<file path="src/rtl/xosera_bus_if.sv">
// Host-bus front end: synchronizes the asynchronous 8-bit m68k-style bus into
// the pixel-clock domain, turns each decoded access into a single-cycle
// register strobe, assembles byte writes into 16-bit words and returns read
// data byte-wide to the pad driver.
module xosera_bus_if #(
  parameter int SYNC_STAGES   = 2,
  parameter int SETTLE_CYCLES = 2
) (
  input  logic        clk,
  input  logic        reset_n_i,
  input  logic        bus_cs_n_i,
  input  logic        bus_rd_nwr_i,
  input  logic        bus_bytesel_i,
  input  logic [3:0]  bus_reg_num_i,
  input  logic [7:0]  bus_data_i,
  output logic [7:0]  bus_data_o,
  input  logic [15:0] reg_rd_word_i,
  output logic [3:0]  reg_num_o,
  output logic        reg_bytesel_o,
  output logic [15:0] reg_wr_word_o,
  output logic        reg_write_strobe_o,
  output logic        reg_read_strobe_o,
  output logic        bus_active_o
);

  typedef enum logic [1:0] {
    IDLE,
    SETTLE,
    ACTIVE,
    RELEASE
  } state_t;

  localparam logic [3:0] SETTLE_LOAD = 4'(SETTLE_CYCLES - 1);

  logic [SYNC_STAGES-1:0] cs_n_pipe;
  logic [SYNC_STAGES-1:0] rd_nwr_pipe;
  logic [SYNC_STAGES-1:0] bytesel_pipe;
  logic [3:0]             reg_num_pipe [SYNC_STAGES];
  logic [7:0]             data_pipe    [SYNC_STAGES];

  logic       cs_n_s;
  logic       rd_nwr_s;
  logic       bytesel_s;
  logic [3:0] reg_num_s;
  logic [7:0] data_s;

  state_t     state;
  logic [3:0] settle_cnt;
  logic       is_read;
  logic [7:0] hold_hi;

  assign cs_n_s    = cs_n_pipe[SYNC_STAGES-1];
  assign rd_nwr_s  = rd_nwr_pipe[SYNC_STAGES-1];
  assign bytesel_s = bytesel_pipe[SYNC_STAGES-1];
  assign reg_num_s = reg_num_pipe[SYNC_STAGES-1];
  assign data_s    = data_pipe[SYNC_STAGES-1];

  // Input synchronizers; select idles deasserted (high) out of reset.
  always_ff @(posedge clk or negedge reset_n_i) begin
    if (!reset_n_i) begin
      cs_n_pipe    <= '1;
      rd_nwr_pipe  <= '0;
      bytesel_pipe <= '0;
      for (int i = 0; i < SYNC_STAGES; i++) begin
        reg_num_pipe[i] <= '0;
        data_pipe[i]    <= '0;
      end
    end else begin
      cs_n_pipe       <= {cs_n_pipe[SYNC_STAGES-2:0], bus_cs_n_i};
      rd_nwr_pipe     <= {rd_nwr_pipe[SYNC_STAGES-2:0], bus_rd_nwr_i};
      bytesel_pipe    <= {bytesel_pipe[SYNC_STAGES-2:0], bus_bytesel_i};
      reg_num_pipe[0] <= bus_reg_num_i;
      data_pipe[0]    <= bus_data_i;
      for (int i = 1; i < SYNC_STAGES; i++) begin
        reg_num_pipe[i] <= reg_num_pipe[i-1];
        data_pipe[i]    <= data_pipe[i-1];
      end
    end
  end

  // Access sequencer: settle, capture, strobe, then wait for select release.
  always_ff @(posedge clk or negedge reset_n_i) begin
    if (!reset_n_i) begin
      state              <= IDLE;
      settle_cnt         <= '0;
      is_read            <= 1'b0;
      hold_hi            <= '0;
      reg_num_o          <= '0;
      reg_bytesel_o      <= 1'b0;
      reg_wr_word_o      <= '0;
      reg_write_strobe_o <= 1'b0;
      reg_read_strobe_o  <= 1'b0;
      bus_active_o       <= 1'b0;
    end else begin
      reg_write_strobe_o <= 1'b0;
      reg_read_strobe_o  <= 1'b0;
      case (state)
        IDLE: begin
          if (!cs_n_s) begin
            settle_cnt <= SETTLE_LOAD;
            state      <= SETTLE;
          end
        end
        SETTLE: begin
          if (cs_n_s) begin
            state <= IDLE;
          end else if (settle_cnt == 4'd0) begin
            reg_num_o     <= reg_num_s;
            reg_bytesel_o <= bytesel_s;
            is_read       <= rd_nwr_s;
            bus_active_o  <= 1'b1;
            state         <= ACTIVE;
            if (!rd_nwr_s) begin
              if (bytesel_s) begin
                reg_wr_word_o      <= {hold_hi, data_s};
                reg_write_strobe_o <= 1'b1;
              end else begin
                hold_hi <= data_s;
              end
            end
          end else begin
            settle_cnt <= settle_cnt - 4'd1;
          end
        end
        ACTIVE: begin
          if (!is_read) begin
            state <= RELEASE;
          end else if (cs_n_s) begin
            reg_read_strobe_o <= 1'b1;
            bus_active_o      <= 1'b0;
            state             <= IDLE;
          end
        end
        RELEASE: begin
          if (cs_n_s) begin
            bus_active_o <= 1'b0;
            state        <= IDLE;
          end
        end
        default: state <= IDLE;
      endcase
    end
  end

  // Read byte follows the register file every clock for the captured byte lane.
  always_ff @(posedge clk or negedge reset_n_i) begin
    if (!reset_n_i) begin
      bus_data_o <= '0;
    end else begin
      bus_data_o <= reg_bytesel_o ? reg_rd_word_i[7:0] : reg_rd_word_i[15:8];
    end
  end

endmodule

</file>
<file path="config.mk">
export PLATFORM = sky130hd
export DESIGN_NAME = xosera_bus_if
export DESIGN_NICKNAME = d
export VERILOG_FILES = /design/src/rtl/xosera_bus_if.sv
export SDC_FILE = /design/constraint.sdc
export NUM_CORES = 1
export LEC_CHECK = 0
export CAP_MARGIN = 40
export CORE_UTILIZATION = 52
export CTS_CLUSTER_DIAMETER = 80
export DETAILED_ROUTE_END_ITERATION = 8
export PLACE_DENSITY_LB_ADDON = 0.3
export SYNTH_ARGS = -nofsm -noshare
export SYNTH_HDL_FRONTEND = slang
export SYNTH_SLANG_ARGS = --single-unit
</file>
<file path="constraint.sdc">
create_clock -name clk -period 4.8 [get_ports clk]
set_clock_uncertainty 0.15 [all_clocks]
set_input_delay 0.96 -clock clk [delete_from_list [all_inputs] [get_ports clk]]
set_output_delay 0.96 -clock clk [all_outputs]
set_load 0.01 [all_outputs]
</file>
== Yosys cells after proc, flatten, opt, wreduce, memory -nomap -nowiden ==
Index checks and enable logic that the tools add are counted.
Widths: inputs -> output; s select.

* Bits in read-only memories: 0
* Output and inout port bits: 32
* Memories kept: 0
* Word-level logic and storage cells: 65
* Bits in writable memories: 0
* Input bits: 33
* Latch bits: 0
* Register bits after elaboration: 77

* $add $sub $neg: 1
* Reductions and logical operators: 10
* Muxes and demuxes: 24
* Magnitude comparators: 0
* Equality and inequality tests: 9
* Div/mod/pow operators: 0
* Bitwise logic cells: 3
* $mul: 0
* Shifts and indexed selects: 0

{| class="wikitable"
|+ Operators with widths
! kind !! number
|-
| $mux 1 || 12
|-
| $mux 4 || 3
|-
| $mux 2 || 5
|-
| $ne 2x2->1 const B || 5
|-
| $reduce_and 5->1 || 2
|-
| $mux 8 || 1
|-
| $pmux 2 s4 || 1
|-
| $pmux 4 s2 || 1
|-
| $reduce_and 4->1 || 2
|-
| $eq 2x2->1 const B || 2
|-
| $logic_not 4->1 || 1
|-
| $sub 4x1->4 const B || 1
|-
| $ne 3x3->1 const B || 1
|-
| $not 1->1 || 3
|-
| $pmux 1 s3 || 1
|-
| $reduce_and 3->1 || 1
|-
| $reduce_bool 3->1 || 1
|-
| $eq 2x1->1 const B || 1
|-
| $logic_not 2->1 || 1
|-
| $reduce_and 2->1 || 1
|-
| $reduce_bool 2->1 || 1
|}

== Logic depth before layout (Yosys ltp) ==
Gate-level depths: netlist of the first run.

* Word-level depth: 5
* Mapped depth: 6
* Mapped depth without buffers: 5

== Worst setup path after synthesis of the first run ==
No wires, ideal clock.

* Kind: register -> register
* From: reg settle_cnt[0]
* To: reg hold_hi[0]
* Period minus slack after synthesis: 2.013 ns
* Cell stages (with the launch flop): 7
* Data arrival time: 1.738 ns
* Setup slack: 2.787 ns
* Cells stage by stage: dfrtp_1 -> inv_1 -> ha_1 -> nand4bb_4 -> or4_4 -> buf_6 -> mux2_4

* Cells in the longest elaborated chain, start to end: 2

{| class="wikitable"
|+ RTL lines
! item !! line !! source
|-
| from (decl) || 48 || <nowiki>logic [3:0] settle_cnt;</nowiki>
|-
| from (signal assigned) || 122 || <nowiki>settle_cnt <= settle_cnt - 4'd1;</nowiki>
|-
| $logic_not 4->1 || 107 || <nowiki>end else if (settle_cnt == 4'd0) begin</nowiki>
|-
| $reduce_and 5->1 (no line) || -- ||
|-
| to (signal assigned) || 118 || <nowiki>hold_hi <= data_s;</nowiki>
|-
| to (decl) || 50 || <nowiki>logic [7:0] hold_hi;</nowiki>
|}

Every way passes these cells.
A chain may end at the register's enable or synchronous reset.

== Final worst setup path of the first run ==
* From: reg reg_bytesel_o
* To: out reg_bytesel_o

{| class="wikitable"
|+ RTL lines
! item !! line !! source
|-
| from (decl) || 19 || <nowiki>output logic reg_bytesel_o,</nowiki>
|-
| from (signal assigned) || 109 || <nowiki>reg_bytesel_o <= bytesel_s;</nowiki>
|}

No word-level cell between the ends.

==> results.md, run 1 <==
* Tot GR Track Use at 21.0%
* Worst Path Max Fanout at 10
* Final net count at 265
* Die Y at 74.2 µm
* Post-DP Area at 3420 µm²
* Most instantiated library cell after synthesis: dfrtp_1
* Cells after Synth at 158
* Total Die Area at 5510 µm²
* Outcome: complete, no violations
* Crit path cell chain: clkdlybuf4s50_1
* Max_slew headroom at 62.0%
* ANT nets after route at 0
* Top cells by area in the synthesized netlist: dfrtp_1 (69%), mux2_2 (10%), mux2_4 (4.4%)
* Synth top area share at 69.2%
* Most used DFF post-synth: dfrtp_1
* Ratio of cells with drive above 1 in the final layout at 23.4%
* Via density at 5.17
* Nature of the critical path endpoint: primary output
* Launching point of the worst reg2reg path: settle_cnt[0]
* Core area at 4880 µm²
* Required time of the critical path at 3.69 ns
* Total power at 2.02 mW
* Final Max Slew Viols at 0
* Clk Latency, worst-skew pair at 0.34 ns
* Cts-stage hold buffer count at 0
* Worst-Margin Slew at 0.568 ns
* Vias at 1560
* Clk root buf: clkbuf_8
* Post-synthesis register bit count at 77
* I/O pin count at 65
* Rows at 25
* Fmax at 0.376 GHz
* Slowest stage delay, CP at 0.62 ns
* Most common library cells after synthesis: dfrtp_1 (75), mux2_2 (24), mux2_4 (8), mux2_1 (7), o21ai_0 (7)
* Final period util at 55.4%
* 1st-pass router iterations at 4
* RSZ-0062 raised after global routing: false
* CP Class: reg2out
* Buffers and inverters on the worst path at 1
* Initial DRC Count at 78
* Min setup slack post-route at 2.14 ns
* P&R area growth vs syn at 35.0%
* MaxCap Viol Count at 0
* Post-synthesis sequential area ratio at 71.2%
* Worst min path class: reg2reg
* Worst path slowest cell: clkdlybuf4s50_1
* Post-CTS Resized at 0
* Synth area leader: dfrtp_1
* H-tree Lvls at 3
* Fraction of registers with async set/reset at 100%
* # DRC at 0
* Filler cells at 297
* WL per Instance at 16.2 µm
* Crit path depth at 1
* Initial core utilization at 55.6%
* Post-synth EDFFs at 0
* Minimum clock period at 2.66 ns
* Distinct cells, synth at 33
* Power Density at 553 nW/µm²
* Syn_nets at 193
* Synthesized area at 2710 µm²
* # diodes at 0
* Post-DP HPWL at 3.41 mm
* Total Routed Length at 4.89 mm
* GPL Wtd Cong at 0.666
* Vias in the first global route at 1717
* Syn. warnings at 0
* CTS sink cnt at 77
* Setup slack, reg-to-reg at 2.64 ns
* Worst Reg-to-Reg Cells at 5
* Worst vdd ir at 0.000367 V
* Cell family with most CP delay: buffers and inverters
* Multi-input gate area at 733 µm²
* Leakage at 1.66 nW
* Fin Setup TNS at 0 ns
* Endpoints failing hold at 0
* Post-CTS Setup Bufs at 0
* R2R Path End: reg_wr_word_o[14]
* Port Buffers at 64
* Avg Inst Size Synth at 17.2 µm²
* Setup violations, final at 0
* DIE WIDTH at 74.2 µm
* CP startpoint kind: flip-flop
* Initial antenna violation count at 0
* CTS tree: done
* Crit. Startpoint: reg_bytesel_o
* CTS buffer count at 9
* Clock Path Buffers at 2
* GRT Residual Overflow at 0
* First-pass GRT wire length at 8.13 mm
* CP arrival at 1.55 ns
* Worst-path clk slew at 0.08 ns
* Largest net degree at the start of global routing at 44
* Register area at 1930 µm²
* Dpl ws at 2.51 ns
* CP endpoint: reg_bytesel_o
* Post-route cell area at 3660 µm²
area by class of cell:
class,instances,share of cell area [%]
Clock buffer,12,3.97
Clock inverter,4,2.60
Inverter,4,0.410
Multi-Input combinational cell,73,20.0
Sequential cell,77,52.7
Tap cell,67,2.29
Timing Repair Buffer,65,18.0
logic make-up after synthesis:
family,share of synthesized area [%]
muxes,17.3
buffers and inverters,1.80
DFF,71.2
adders and majority gates,0.923
and+or+nand+nor,6.28
AOI/OAI and AO/OA,2.54
how the worst min path moves through the flow:
stage,startpoint,to,slack [ns],depth (start not counted)
after detailed placement,reg_num_pipe[6],reg_num_s[2],0.18,0
final,rd_nwr_pipe[0],rd_nwr_pipe[1],0.19,0
after global placement,rd_nwr_pipe[0],rd_nwr_pipe[1],0.18,0
after floorplan,bytesel_pipe[0],bytesel_pipe[1],0.18,0
after CTS,rd_nwr_pipe[0],rd_nwr_pipe[1],0.20,0
after global routing,rd_nwr_pipe[0],rd_nwr_pipe[1],0.20,0
per-layer routing:
metal | track usage [%] | wire, µm | part of all wire (%) | up-vias
met5 | 0 | 0 | 0 | -
met4 | 12.6 | 96 | 2.0 | 0
met3 | 7.99 | 365 | 7.5 | 8
met2 | 35.1 | 2580 | 53 | 64
met1 | 22.9 | 1850 | 38 | 790
li1 | - | - | - | 698
worst reg2reg max path: stages (launching register included):
cell,delay (ns)
dfrtp_1,0.41
inv_1,0.10
ha_1,0.29
and4bb_2,0.34
nand4_4,0.31
mux2_1,0.44
state kept, by name (all words and copies together), names as in the netlist, 2 cells and up:
register,cells
bus_data_o,8
state,2
reg_wr_word_o,16
bytesel_pipe,2
hold_hi,8
settle_cnt,4
rd_nwr_pipe,2
data_s,8
reg_num_pipe,4
cs_n_pipe,2
reg_num_s,4
reg_num_o,4
data_pipe,8
where the power goes:
group          switching (mW)  internal [mW]  leakage, nW
Clock                   0.216          0.359        0.121
Sequential              0.114          0.804        0.953
Combinational           0.190          0.341        0.584
stage by stage:
stage	hold WS, ns	instances	util, %
after floorplan	0.181	158	-
after detailed placement	0.185	286	70.1
after CTS	0.198	302	75.0
after global placement	0.182	285	69.7
after global routing	0.198	302	75.0
final	0.192	302	75.0
cells in the final DEF, fill, tap and decap left out, types with 2 or more instances in the layout:
cell type / synthesis / final
clkdlybuf4s50_1: 0 / 63
mux2_2: 24 / 24
dfrtp_1: 75 / 75
dfstp_2: 2 / 2
bufinv_16: 0 / 3
nand2_1: 3 / 3
o21ai_0: 7 / 7
clkbuf_8: 0 / 10
clkbuf_1: 1 / 2
inv_1: 4 / 4
ha_1: 2 / 2
mux2_1: 7 / 7
mux2_4: 8 / 8
nor2_1: 2 / 2
Power figures use the tool's default switching activity.
==> run 2, diff against run 1 <==
- CORE_UTILIZATION: 52 -> 48
- clock period: 4.8 -> 2.5 ns (I/O delays scaled with it)
==> run 2 against run 1 <==
  * Global-route usage shrank 3.1 points
  * Sequential power grew 92%
  * Sequential share of layout area grew 0.84 points
  * Worst setup slack lost 1.8 ns
  * Via count shrank 3.4%
  * Clock power grew 39%
  * First-iteration DRC count grew 5.1%
  * Sequential cell count is the same
  * Largest power group unchanged
==> results.md, run 2 (same netlist as run 1, synthesis figures left out) <==
* Outcome: complete, no violations (unchanged)
* Uppermost layer routed: met4 (unchanged)
* CP Class: reg2out (unchanged)
* Placed Cells incl. Taps at 289 (was 286)
* Register area at 1930 µm² (unchanged)
* Met3 Wirelength at 261 µm (was 365 µm)
* CTS sink cnt at 77 (unchanged)
* I/O pin count at 65 (unchanged)
* Final period util at 87.7%
* Commonest non-fill, non-tap cells in the layout: dfrtp_1 (75), clkdlybuf4s50_1 (63), mux2_2 (24), clkbuf_8 (10), mux2_4 (8) (unchanged)
* Post-DP Area at 3420 µm² (about the same)
* Cell family with most CP delay: buffers and inverters (unchanged)
* Crit path cell chain: clkdlybuf4s50_1 (unchanged)
* Crit path depth at 1 (unchanged)
* Clk root buf: clkbuf_8 (unchanged)
* # DRC at 0 (unchanged)
* First-pass GRT wire length at 7.93 mm (was 8.13 mm)
* P&R area growth vs syn at 32.9% (was 35.0%)
* MaxCap Viol Count at 0 (unchanged)
* Non-filler instance count after layout at 306 (was 302)
* Via density at 4.92 (was 5.17)
* Fmax at 0.456 GHz
* Vias at 1507 (was 1560)
* Core area at 5270 µm² (was 4880 µm²)
* Minimum clock period at 2.19 ns
* Endpoints failing hold at 0 (unchanged)
* Nature of the critical path endpoint: primary output (unchanged)
* Clock Path Buffers at 2 (unchanged)
* Worst vdd ir at 0.000516 V (was 0.000367 V)
* Final net count at 266 (was 265)
* WL met2 at 2.16 mm (was 2.58 mm)
* Tot GR Track Use at 18.0% (was 21.0%)
* Leakage at 1.63 nW (was 1.66 nW)
* Fin Hold WS at 0.199 ns (was 0.192 ns)
* Setup slack, reg-to-reg at 0.37 ns (was 2.64 ns)
* Power Density at 984 nW/µm² (was 553 nW/µm²)
* Port Buffers at 64 (unchanged)
* DIE WIDTH at 77.2 µm (was 74.2 µm)
* Total Die Area at 5950 µm² (was 5510 µm²)
* CP startpoint kind: flip-flop (unchanged)
* Setup violations, final at 0 (unchanged)
* Largest net degree at the start of global routing at 42 (was 44)
* Initial core utilization at 51.4% (was 55.6%)
* Reg with most FFs: reg_wr_word_o (unchanged)
* Die Y at 77.2 µm (was 74.2 µm)
* Total power at 3.54 mW (was 2.02 mW)
* CTS tree: done (unchanged)
* Rows at 26 (was 25)
* Vias in the first global route at 1647 (was 1717)
* RSZ-0062 raised after global routing: false (unchanged)
* Initial DRC Count at 82 (was 78)
* CTS buffer count at 9 (unchanged)
* Fin Setup TNS at 0 ns (unchanged)
* Max reg flops at 16 (unchanged)
* Slowest stage delay, CP at 0.62 ns (about the same)
* Worst path slowest cell: clkdlybuf4s50_1 (unchanged)
* WL per Instance at 14.6 µm (was 16.2 µm)
* GPL Wtd Cong at 0.757 (was 0.666)
* Cell depth of the worst hold path at 0 (unchanged)
* Post-Route M1 WL at 1.93 mm (was 1.85 mm)
* Initial antenna violation count at 0 (unchanged)
* Most common cell after layout, fill and taps aside: dfrtp_1 (unchanged)
* Ratio of cells with drive above 1 in the final layout at 23.3% (was 23.4%)
* Worst-path clk slew at 0.07 ns (was 0.08 ns)
* Post-CTS Resized at 0 (unchanged)
* Worst min path class: reg2reg (unchanged)
* Worst-Margin Slew at 0.531 ns (was 0.568 ns)
* Post-route cell area at 3600 µm² (was 3660 µm²)
* Required time of the critical path at 1.85 ns (was 3.69 ns)
* GRT Residual Overflow at 0 (unchanged)
* Multi-input gate area at 733 µm² (unchanged)
* Max_slew headroom at 64.4% (was 62.0%)
* Clk Latency, worst-skew pair at 0.33 ns (was 0.34 ns)
* Worst Reg-to-Reg Cells at 5 (unchanged)
* ANT nets after route at 0 (unchanged)
* Buffers and inverters on the worst path at 1 (unchanged)
* H-tree Lvls at 3 (unchanged)
* Total Routed Length at 4.47 mm (was 4.89 mm)
* Post-DP HPWL at 3.03 mm (was 3.41 mm)
* # diodes at 0 (unchanged)
* CP arrival at 1.54 ns (was 1.55 ns)
* Worst Path Max Fanout at 10 (unchanged)
* Filler cells at 372 (was 297)
* Final Max Slew Viols at 0 (unchanged)
* 1st-pass router iterations at 4 (unchanged)
[run 2: changes by cell type in the layout (fill, tap and decap cells not counted), sizes merged]
cell / before / now
bufinv: 3 / 0
clkinv: 1 / 4
dlygate4sd3: 0 / 1
[run 2: path summary, 6_finish.rpt]
kind                                       from                to
worst max-delay path              reg_bytesel_o     reg_bytesel_o
worst min-delay path            bytesel_pipe[0]   bytesel_pipe[1]
worst max register to register    settle_cnt[1]        hold_hi[7]
worst min register to register  bytesel_pipe[0]   bytesel_pipe[1]
max in group asynchronous             reset_n_i  reg_wr_word_o[0]
min in group asynchronous             reset_n_i     bus_data_o[1]
[run 2: where the power goes]
group / switching, mW / internal (mW)
clock: 0.412 / 0.385
sequential: 0.217 / 1.54
combinational: 0.337 / 0.651
total: 0.966 / 2.58
[run 2: metrics by stage]
step                util, %  setup WS [ns]
global placement       65.0          0.443
detailed placement     65.0          0.377
global route           68.4          0.221
finish                 68.4          0.309
floorplan                 -          0.487
CTS                    68.4          0.269
[run 2: final cells by class]
class | count | area share [%]
Clock inverter | 4 | 0.660
Multi-Input combinational cell | 73 | 20.4
Clock buffer | 12 | 4.03
Tap cell | 70 | 2.43
Timing Repair Buffer | 66 | 18.5
Inverter | 4 | 0.417
Sequential cell | 77 | 53.6
[run 2: what timing repair did]
action / in CTS / in global routing
hold endpoints to repair: 34 / 0
setup buffers: 0 / 0
hold buffers: 1 / 0
[run 2: routing by layer]
layer	vias to the layer above	global-route usage, %
met1	746	22.2
met3	11	5.60
met2	48	27.7
li1	702	-
met4	0	10.8
met5	-	0
==> run 3, diff against run 2 <==
- CTS_CLUSTER_SIZE: unset -> 30
- GPL_ROUTABILITY_DRIVEN: unset -> 1
- REMOVE_ABC_BUFFERS: unset -> 1
==> run 3 against run 2 <==
  * Sequential share of layout area is 0.82 points lower
  * Worst setup slack better by 0.033 ns
  * Worst hold slack better by 0.00077 ns
  * Die area stayed put
  * Power is 6.4% higher
  * Sequential cell count stayed put
  * Fmax is 1.5% higher
  * Sequential power hardly changed
  * Global-route usage is 0.81 points lower
  * Non-clock buffer count stayed put
  * Via count is 1.7% higher
==> results.md, run 3 (same netlist as run 1, synthesis figures left out) <==
* R2R Path End: hold_hi[0] (was hold_hi[7])
* Max_slew headroom at 61.7% (was 64.4%)
* MaxCap Viol Count at 0 (unchanged)
* Final period util at 86.3% (was 87.7%)
* Post-route cell area at 3660 µm² (was 3600 µm²)
* Clk root buf: clkbuf_8 (unchanged)
* Post-DP HPWL at 3.02 mm (was 3.03 mm)
* Launching point of the worst reg2reg path: settle_cnt[1] (unchanged)
* P&R area growth vs syn at 34.9% (was 32.9%)
* Met3 Wirelength at 366 µm (was 261 µm)
* Vias at 1533 (was 1507)
* Post-DP Area at 3420 µm² (unchanged)
* Initial DRC Count at 81 (was 82)
* Endpoints failing hold at 0 (unchanged)
* Most common cell after layout, fill and taps aside: dfrtp_1 (unchanged)
* Clock Path Buffers at 2 (unchanged)
* Die Y at 77.2 µm (unchanged)
* ANT nets after route at 0 (unchanged)
* I/O pin count at 65 (unchanged)
* # DRC at 0 (unchanged)
* Minimum clock period at 2.16 ns (was 2.19 ns)
* Worst min path class: reg2reg (unchanged)
* DIE WIDTH at 77.2 µm (unchanged)
* Total Die Area at 5950 µm² (unchanged)
* Tot GR Track Use at 17.2% (was 18.0%)
* Crit. Startpoint: reg_bytesel_o (unchanged)
* CTS buffer count at 9 (unchanged)
* Worst Path Max Fanout at 10 (unchanged)
* CTS tree: done (unchanged)
* Worst-Margin Slew at 0.573 ns (was 0.531 ns)
* Fmax at 0.463 GHz (was 0.456 GHz)
* Worst vdd ir at 0.000509 V (was 0.000516 V)
* Total Routed Length at 4.40 mm (was 4.47 mm)
* CP arrival at 1.51 ns (was 1.54 ns)
* CP endpoint: reg_bytesel_o (unchanged)
* Post-CTS Resized at 0 (unchanged)
* WL per Instance at 14.4 µm (was 14.6 µm)
* Outcome: complete, no violations (unchanged)
* First-pass GRT wire length at 7.71 mm (was 7.93 mm)
* Filler cells at 393 (was 372)
* Largest net degree at the start of global routing at 42 (unchanged)
* Via density at 5.01 (was 4.92)
* Max reg flops at 16 (unchanged)
* Port Buffers at 64 (unchanged)
* # diodes at 0 (unchanged)
* Worst-path clk slew at 0.07 ns (about the same)
* WL met2 at 1.91 mm (was 2.16 mm)
* CP startpoint kind: flip-flop (unchanged)
* Crit path cell chain: clkdlybuf4s50_1 (unchanged)
* Placed Cells incl. Taps at 289 (unchanged)
* Post-CTS Setup Bufs at 0 (unchanged)
* GRT Residual Overflow at 0 (unchanged)
* GPL Wtd Cong at 0.753 (was 0.757)
* Uppermost layer routed: met4 (unchanged)
* Buffers and inverters on the worst path at 1 (unchanged)
* H-tree Lvls at 3 (unchanged)
* Core area at 5270 µm² (unchanged)
* Required time of the critical path at 1.85 ns (about the same)
* Post-Route M1 WL at 2.02 mm (was 1.93 mm)
* Setup slack, reg-to-reg at 0.38 ns (was 0.37 ns)
* Worst path slowest cell: clkdlybuf4s50_1 (unchanged)
* 1st-pass router iterations at 4 (unchanged)
* Rows at 26 (unchanged)
* Commonest non-fill, non-tap cells in the layout: dfrtp_1 (75), clkdlybuf4s50_1 (63), mux2_2 (24), clkbuf_8 (11), mux2_4 (8) (was dfrtp_1 (75), clkdlybuf4s50_1 (63), mux2_2 (24), clkbuf_8 (10), mux2_4 (8))
* Clk Latency, worst-skew pair at 0.33 ns (about the same)
* Power Density at 1030 nW/µm² (was 984 nW/µm²)
* Reg with most FFs: reg_wr_word_o (unchanged)
* Non-filler instance count after layout at 306 (unchanged)
* Leakage at 1.66 nW (was 1.63 nW)
* Worst Reg-to-Reg Cells at 5 (unchanged)
* Cell family with most CP delay: buffers and inverters (unchanged)
* CTS sink cnt at 77 (unchanged)
* Final net count at 266 (unchanged)
* Vias in the first global route at 1600 (was 1647)
* Ratio of cells with drive above 1 in the final layout at 23.7% (was 23.3%)
* CP Class: reg2out (unchanged)
* Slowest stage delay, CP at 0.61 ns (was 0.62 ns)
* Initial antenna violation count at 0 (unchanged)
* Cts-stage hold buffer count at 1 (unchanged)
* Nature of the critical path endpoint: primary output (unchanged)
* Final Max Slew Viols at 0 (unchanged)
* Initial core utilization at 51.4% (unchanged)
* Crit path depth at 1 (unchanged)
* RSZ-0062 raised after global routing: false (unchanged)
* Setup violations, final at 0 (unchanged)
* Fin Setup TNS at 0 ns (unchanged)
==> run 3: per-stage QoR <==
stage | power, mW | hold slack, ns | util [%] | setup WS [ns]
after CTS | 3.82 | 0.201 | 69.4 | 0.303
after detailed placement | 2.78 | 0.185 | 65.0 | 0.381
after floorplan | 2.23 | 0.0544 | - | 0.515
after global placement | 2.74 | 0.182 | 65.0 | 0.437
after global routing | 3.99 | 0.205 | 69.4 | 0.229
final | 3.77 | 0.200 | 69.4 | 0.342
==> run 3: routing by layer <==
metal	global-route usage (%)	vias to the layer above
li1	-	707
met1	22.7	750
met2	24.7	65
met3	5.95	11
met4	9.62	0
met5	0	-
==> run 3: area by class of cell <==
| cell class | count | area, µm² | area share [%] |
|---|---|---|---|
| flip-flops and latches | 77 | 1930 | 52.7 |
| multi-input cells | 73 | 733 | 20.0 |
| repair buffers | 66 | 668 | 18.3 |
| clock buffers | 12 | 155 | 4.24 |
| well taps | 70 | 87.6 | 2.39 |
| clock inverters | 4 | 70.1 | 1.92 |
| inverters | 4 | 15.0 | 0.410 |
==> run 3: power breakdown <==
group | internal (mW) | switching [mW] | leakage, nW
clock | 0.614 | 0.410 | 0.116
sequential | 1.54 | 0.211 | 0.953
combinational | 0.652 | 0.341 | 0.588
==> run 3: worst min-delay path by stage <==
stage | startpoint | to | slack [ns] | cells after the start
global placement | reg_num_pipe[5] | reg_num_s[1] | 0.18 | 0
finish | reg_num_pipe[6] | reg_num_s[2] | 0.20 | 0
detailed placement | data_pipe[8] | data_s[0] | 0.18 | 0
CTS | data_pipe[8] | data_s[0] | 0.20 | 0
floorplan | reset_n_i | bus_active_o | 0.05 | 0
global route | bytesel_pipe[0] | bytesel_pipe[1] | 0.20 | 0
